--- config.mk ---
export PLATFORM = sky130hd
export DESIGN_NAME = mux_pipe_n
export DESIGN_NICKNAME = d
export VERILOG_FILES = /design/src/rtl/mux_pipe_n.sv
export SDC_FILE = /design/constraint.sdc
export NUM_CORES = 1
export LEC_CHECK = 0
export ABC_AREA = 0
export CORE_UTILIZATION = 45
export CTS_CLUSTER_DIAMETER = 150
export DETAILED_ROUTE_END_ITERATION = 7
export HOLD_SLACK_MARGIN = 0.12
export PLACE_DENSITY = 0.83
export SLEW_MARGIN = 20
export SYNTH_ARGS = -nofsm -noshare
export SYNTH_HDL_FRONTEND = slang
export SYNTH_SLANG_ARGS = --single-unit
--- constraint.sdc ---
create_clock -name clk -period 3.02 [get_ports clk]
set_input_delay 0.906 -clock clk [delete_from_list [all_inputs] [get_ports clk]]
set_output_delay 0.906 -clock clk [all_outputs]
set_load 0.02 [all_outputs]
--- src/rtl/mux_pipe_n.sv ---
// mux_pipe_n: N-input, WIDTH-bit multiplexer with a registered output stage,
// valid/ready handshakes on both sides and a one-entry skid buffer.
//
// The select is decoded combinationally on the input side. The chosen word
// then enters a two-entry pipe made of the output register (O) and a skid
// register (S). S only fills when O is held by backpressure. Because of S,
// in_ready can be a pure function of state and still sustain one word per
// cycle.
//
// Ports:
//   clk        clock, rising edge
//   rst        asynchronous, active-high reset
//   in_bus     packed inputs; input i is in_bus[i*WIDTH +: WIDTH]
//   sel        input index, sampled together with in_valid
//   in_valid   upstream offers an (in_bus, sel) pair
//   in_ready   block can accept a pair this cycle (registered)
//   out        selected data, registered
//   out_err    word on out came from an out-of-range select
//   out_valid  out/out_err hold a valid word
//   out_ready  downstream takes the word this cycle
module mux_pipe_n #(
    parameter int WIDTH  = 16,
    parameter int NUM_IN = 4,
    parameter int SEL_W  = 2
) (
    input  logic                    clk,
    input  logic                    rst,
    input  logic [NUM_IN*WIDTH-1:0] in_bus,
    input  logic [SEL_W-1:0]        sel,
    input  logic                    in_valid,
    output logic                    in_ready,
    output logic [WIDTH-1:0]        out,
    output logic                    out_err,
    output logic                    out_valid,
    input  logic                    out_ready
);

    generate
        if (NUM_IN < 2 || (1 << SEL_W) < NUM_IN) begin : g_param_check
            $error("mux_pipe_n: need NUM_IN >= 2 and 2**SEL_W >= NUM_IN");
        end
    endgenerate

    // Unpack the bus into one word per input.
    logic [WIDTH-1:0] in_words [NUM_IN];

    genvar gi;
    generate
        for (gi = 0; gi < NUM_IN; gi++) begin : g_split
            assign in_words[gi] = in_bus[gi*WIDTH +: WIDTH];
        end
    endgenerate

    // Select decode. An out-of-range select yields zero data and err=1; the
    // explicit compare against every legal index means no modulo aliasing.
    logic [WIDTH-1:0] sel_data;
    logic             sel_err;

    always_comb begin
        sel_data = '0;
        sel_err  = 1'b1;
        for (int i = 0; i < NUM_IN; i++) begin
            if (int'(sel) == i) begin
                sel_data = in_words[i];
                sel_err  = 1'b0;
            end
        end
    end

    // Output register O and skid register S.
    logic [WIDTH-1:0] o_data_reg;
    logic             o_err_reg;
    logic             o_valid_reg;
    logic [WIDTH-1:0] s_data_reg;
    logic             s_err_reg;
    logic             s_valid_reg;

    logic in_xfer;
    logic out_xfer;
    logic o_free;

    assign in_ready = !s_valid_reg;
    assign in_xfer  = in_valid && !s_valid_reg;
    assign out_xfer = o_valid_reg && out_ready;
    // O may take a new word when it is empty or its word leaves this edge.
    assign o_free   = !o_valid_reg || out_xfer;

    always_ff @(posedge clk or posedge rst) begin
        if (rst) begin
            o_data_reg  <= '0;
            o_err_reg   <= 1'b0;
            o_valid_reg <= 1'b0;
            s_data_reg  <= '0;
            s_err_reg   <= 1'b0;
            s_valid_reg <= 1'b0;
        end else if (o_free) begin
            if (s_valid_reg) begin
                // Oldest word moves from S to O. in_ready is low here, so
                // no input transfer can happen and S simply drains.
                o_data_reg  <= s_data_reg;
                o_err_reg   <= s_err_reg;
                o_valid_reg <= 1'b1;
                s_valid_reg <= 1'b0;
            end else begin
                o_valid_reg <= in_xfer;
                // Data only updates on a load so out keeps its last value
                // while the pipe is empty.
                if (in_xfer) begin
                    o_data_reg <= sel_data;
                    o_err_reg  <= sel_err;
                end
            end
        end else if (in_xfer) begin
            // O is stalled; park the incoming word in S.
            s_data_reg  <= sel_data;
            s_err_reg   <= sel_err;
            s_valid_reg <= 1'b1;
        end
    end

    assign out       = o_data_reg;
    assign out_err   = o_err_reg;
    assign out_valid = o_valid_reg;

endmodule
Word-level counts from Yosys, hierarchy flattened
Cells that the tools add are included.
{"block": "classes", "eq_ne": 3, "muxes": 15, "bitwise": 1, "reduce_logical": 10}
{"operator": "$mux 16", "count": 6}
{"operator": "$mux 1", "count": 9}
{"operator": "$eq 2x2->1 const B", "count": 2}
{"operator": "$reduce_and 2->1", "count": 2}
{"operator": "$reduce_bool 2->1", "count": 2}
{"operator": "$eq 2x1->1 const B", "count": 1}
{"operator": "$logic_and 1x1->1", "count": 2}
{"operator": "$logic_not 1->1", "count": 2}
{"operator": "$logic_not 2->1", "count": 1}
{"operator": "$logic_or 1x1->1", "count": 1}
{"operator": "$not 1->1", "count": 1}
{"block": "word_totals", "regBits": 36, "out_inout_bits": 19, "wordCells": 35}

Logic depth before layout (Yosys ltp)
{"block": "depth", "ltp_word": 7, "depth_mapped": 6, "mapped_depth_nobuf": 3}

Worst setup path after synthesis
OpenSTA, ideal clock, no wires.
{"block": "synth_timing", "kind": "input-to-reg", "startpoint": "input port out_ready", "endpoint": "register s_data_reg[1]", "setup_ns": 0.125, "arrival_ns": 1.958, "required_time_ns": 2.895, "path_slack_ns": 0.938, "cell_stages": 4, "path_cell_list": "nand2b_4 nor3b_4 buf_4 mux2_2"}
{"block": "synth_via", "elab_chain_cells": 4}
{"item": "from (decl)", "line_no": "35", "source": "input logic out_ready"}
{"item": "$logic_and 1x1->1", "line_no": "84", "source": "assign out_xfer = o_valid_reg && out_ready;"}
{"item": "$logic_or 1x1->1", "line_no": "86", "source": "assign o_free = !o_valid_reg || out_xfer;"}
{"item": "$not 1->1 (no line)"}
{"item": "$reduce_and 2->1 (no line)"}
{"item": "to (signal assigned)", "line_no": "115", "source": "s_data_reg <= sel_data;"}
{"item": "to (decl)", "line_no": "74", "source": "logic [WIDTH-1:0] s_data_reg;"}
No other way between the ends.
A chain may end at the register's enable or synchronous reset.

Worst setup path after layout
{"block": "layout_timing", "startpoint": "input port sel[0]", "endpoint": "register s_data_reg[2]"}
{"block": "layout_via", "elab_chain_cells": 5, "elab_cells_between_ends": 8, "cone_classes": "eq/ne (3); mux (4); reduce/logical (1)"}
{"item": "from (decl)", "line_no": "29", "source": "input logic [SEL_W-1:0] sel,"}
{"item": "$logic_not 2->1", "line_no": "63", "source": "if (int'(sel) == i) begin"}
{"item": "$mux 16 (3 in series)", "line_no": "63"}
{"item": "$mux 16 (*)", "line_no": "63"}
Every way passes the cells marked *; elsewhere a longest branch is shown, timed or not.

==> results.sh <==
export IMPL_outcome="complete, no violations"
export IMPL_diodes=0
export IMPL_drt_pass1_iterations=4
export IMPL_path_max_fanout=16
export IMPL_cts_setup_buffers=0
export IMPL_nNetsFinal=318
export IMPL_drt_iter0_markers=143
export IMPL_unrepaired_setup_endpoints_after_global_routing="false"
export IMPL_vdd_ir_drop_worst_mv=0.1978
export IMPL_finalHoldViolCount=0
export IMPL_synthDominantCellAreaShare_pct=46.24
export IMPL_final_util_pct=72.26
export IMPL_setup_worst_path_class="primary input to register"
export IMPL_synth_fp_nets=229
export IMPL_drv_cap=0
export IMPL_finalSetupTns_ns=0
export IMPL_setup_ws_ns=0.6574
export IMPL_power_leakage_nw=1.199
export IMPL_worst_path_buf_inv=2
export IMPL_placement_setup_worst_slack_ns=0.3383
export IMPL_viasPerCell=5.355
export IMPL_clock_skew_ns=0.004644
export IMPL_fp_dieH_um=67.80
export IMPL_clock_insertion_delay_worst_skew_ns=0.29
export IMPL_most_common_layout_cells="88 x sky130_fd_sc_hd__clkdlybuf4s50_1, 36 x sky130_fd_sc_hd__dfrtp_1, 33 x sky130_fd_sc_hd__nand2_1"
export IMPL_floorplan_die_area_um2=4596
export IMPL_final_critical_path_time_including_i_o_delays_and_setup_ns=2.363
export IMPL_hold_path_cell_count=1
export IMPL_post_cts_resized=0
export IMPL_path_delay_family="multiplexers"
export IMPL_slew_headroom_pct=70.13
export IMPL_placed_cell_area_um2=2863
export IMPL_route_vias_total=1601
export IMPL_io_pins=89
export IMPL_timing_worst_slew_pin_value_ns=0.4480
export IMPL_regToRegEndpoint="s_data_reg[3]$_DFFE_PP0P_"
export IMPL_synth_cell_area_um2=1948
export IMPL_syn_inst=159
export IMPL_tritoncts="built"
export IMPL_post_synth_main_area_contributors="sky130_fd_sc_hd__dfrtp_1 46%, sky130_fd_sc_hd__mux4_2 12%, sky130_fd_sc_hd__mux4_1 8.1%, sky130_fd_sc_hd__mux2_2 7.5%, sky130_fd_sc_hd__nand2_1 6.4%"
export IMPL_die_x_um=67.80
export IMPL_whs_endpoint="s_data_reg[8]$_DFFE_PP0P_"
export IMPL_part_of_the_cycle_the_worst_path_needs_pct=78.23
export IMPL_grt_antenna_before_repair=0
export IMPL_wire_length_of_the_first_global_routing_pass_mm=7.562
export IMPL_most_common_cell_after_layout_fill_and_taps_aside="sky130_fd_sc_hd__clkdlybuf4s50_1"
export IMPL_ys_seq_area_share_pct=46.24
export IMPL_crit_slowest_cell="sky130_fd_sc_hd__mux4_1"
export IMPL_setup_viol=0
export IMPL_setup_slack_on_the_worst_flop_to_flop_path_ns=1.48
export IMPL_rr_worst_depth=4
export IMPL_holdCritPathClass="register to register"
export IMPL_core_rowCount=23
export IMPL_fin_worst_hold_slack_ns=0.5089
export IMPL_drt_total_wl_mm=4.560
export IMPL_crit_path_end_kind="register"
export IMPL_cts_num_sinks=36
export IMPL_pwr_per_cell_area_nw_per_um2=510.6
export IMPL_floorplan_initialDensity_pct=47.67
export IMPL_final_cell_area_um2=2953
export IMPL_gp_routability_congestion=0.7466
export IMPL_arrival_ns=2.54
export IMPL_grt_pass1_vias=1626
export IMPL_placeableCoreArea_um2=4086
export IMPL_synth_largest_area_cell="sky130_fd_sc_hd__dfrtp_1"
export IMPL_regToRegStartpoint="out_valid$_DFFE_PP0N_"
export IMPL_layout_area_overhead_vs_synth_pct=51.57
export IMPL_clock_path_buffers=2
export IMPL_min_delay_start="s_data_reg[8]$_DFFE_PP0P_"
export IMPL_globalRoute_totalOverflow=0
export IMPL_tritoncts_num_buffers=5
export IMPL_worstPathRequired_ns=3.20
export IMPL_groute_usage_overall_pct=22.58
export IMPL_setup_worst_path_start_class="primary input"
export IMPL_drt_drc_violations_left=0
export IMPL_max_clock_freq_ghz=0.4233
export IMPL_clock_slew_at_the_register_clock_pins_of_the_worst_setup_and_hold_paths_ns=0.07
export IMPL_hpwl_mm=3.478
export IMPL_avgSynthCellArea_um2=12.25
export IMPL_hold_buffers=0
export IMPL_ys_ff_latch=36
export IMPL_asyncSetResetFlopFracSynth_pct=100.0
export IMPL_portBuffers=88
export IMPL_crit_path_cell_trace="clkdlybuf4s50_1, buf_4, mux4_1, mux2_2"
export IMPL_ys_dominant_reg_cell="sky130_fd_sc_hd__dfrtp_1"
export IMPL_grt_max_degree=37
export IMPL_maximum_level_of_the_cts_h_tree=2
export IMPL_ys_warn_count=0
export IMPL_final_antenna_net_count=0
export IMPL_timing_final_max_slew_violations=0
export IMPL_critical_path_max_stage_delay_ns=0.63
export IMPL_post_synth_num_cell_types=24
export IMPL_synth_edf_count=0
export IMPL_cts_root_buf="sky130_fd_sc_hd__clkbuf_8"
export IMPL_post_drt_wl_per_cell_um=15.25
export IMPL_drive_gt1_share_pct=16.87
## worst max-delay path by stage
stage / end / cells past startpoint / slack, ns / start
after floorplan: s_data_reg[1]$_DFFE_PP0P_ / 4 / 0.94 / out_ready
after global placement: s_data_reg[4]$_DFFE_PP0P_ / 4 / 0.38 / sel[0]
after detailed placement: s_data_reg[2]$_DFFE_PP0P_ / 4 / 0.34 / sel[0]
after CTS: s_data_reg[2]$_DFFE_PP0P_ / 4 / 0.64 / sel[0]
after global routing: s_data_reg[2]$_DFFE_PP0P_ / 4 / 0.59 / sel[0]
final: s_data_reg[2]$_DFFE_PP0P_ / 4 / 0.66 / sel[0]
## per-layer routing
metal	track usage (%)	vias to the layer above	wire length [µm]
met2	36.26	67	2256
met4	10.94	0	80
met5	0	-	0
li1	-	762	-
met3	3.041	7	285
met1	30.01	765	1938
## layout make-up
| cell class | instances | area, µm² |
|---|---|---|
| Inverter | 3 | 11.26 |
| Tap cell | 50 | 62.56 |
| Sequential cell | 36 | 900.9 |
| Fill cell | 310 | 1134 |
| Clock buffer | 8 | 90.09 |
| Multi-Input combinational cell | 106 | 947.2 |
| Timing Repair Buffer | 96 | 940.9 |
## power by group
| part | switching (mW) | leakage [nW] | internal, mW | total [mW] |
|---|---|---|---|---|
| sequential | 0.0625 | 0.419 | 0.593 | 0.656 |
| clock | 0.164 | 0.0455 | 0.186 | 0.350 |
| combinational | 0.208 | 0.734 | 0.294 | 0.502 |
## cell families after synthesis
group / Yosys count / synth area share [%]
DFF: 36 / 46.24
AOI/OAI and AO/OA: 33 / 9.506
and+or+nand+nor: 41 / 9.634
muxes: 32 / 29.48
buffers and inverters: 17 / 5.138
## through the flow
| step | std cells | power (mW) |
|---|---|---|
| floorplan | 159 | 0.9294 |
| global placement | 291 | 1.154 |
| global route | 299 | 1.584 |
| finish | 299 | 1.508 |
| CTS | 299 | 1.515 |
| detailed placement | 291 | 1.169 |
## synth_stat cells, types with 2 or more instances
| master | instances |
|---|---|
| sky130_fd_sc_hd__dfrtp_1 | 36 |
| sky130_fd_sc_hd__nand2_1 | 33 |
| sky130_fd_sc_hd__a21oi_1 | 16 |
| sky130_fd_sc_hd__a31oi_1 | 16 |
| sky130_fd_sc_hd__mux2_2 | 13 |
| sky130_fd_sc_hd__mux4_2 | 10 |
| sky130_fd_sc_hd__buf_2 | 7 |
| sky130_fd_sc_hd__mux4_1 | 6 |
| sky130_fd_sc_hd__mux2_4 | 3 |
| sky130_fd_sc_hd__buf_1 | 2 |
| sky130_fd_sc_hd__clkbuf_1 | 2 |
| sky130_fd_sc_hd__inv_1 | 2 |
| sky130_fd_sc_hd__nor2_1 | 2 |
Power figures use the tool's default switching activity.
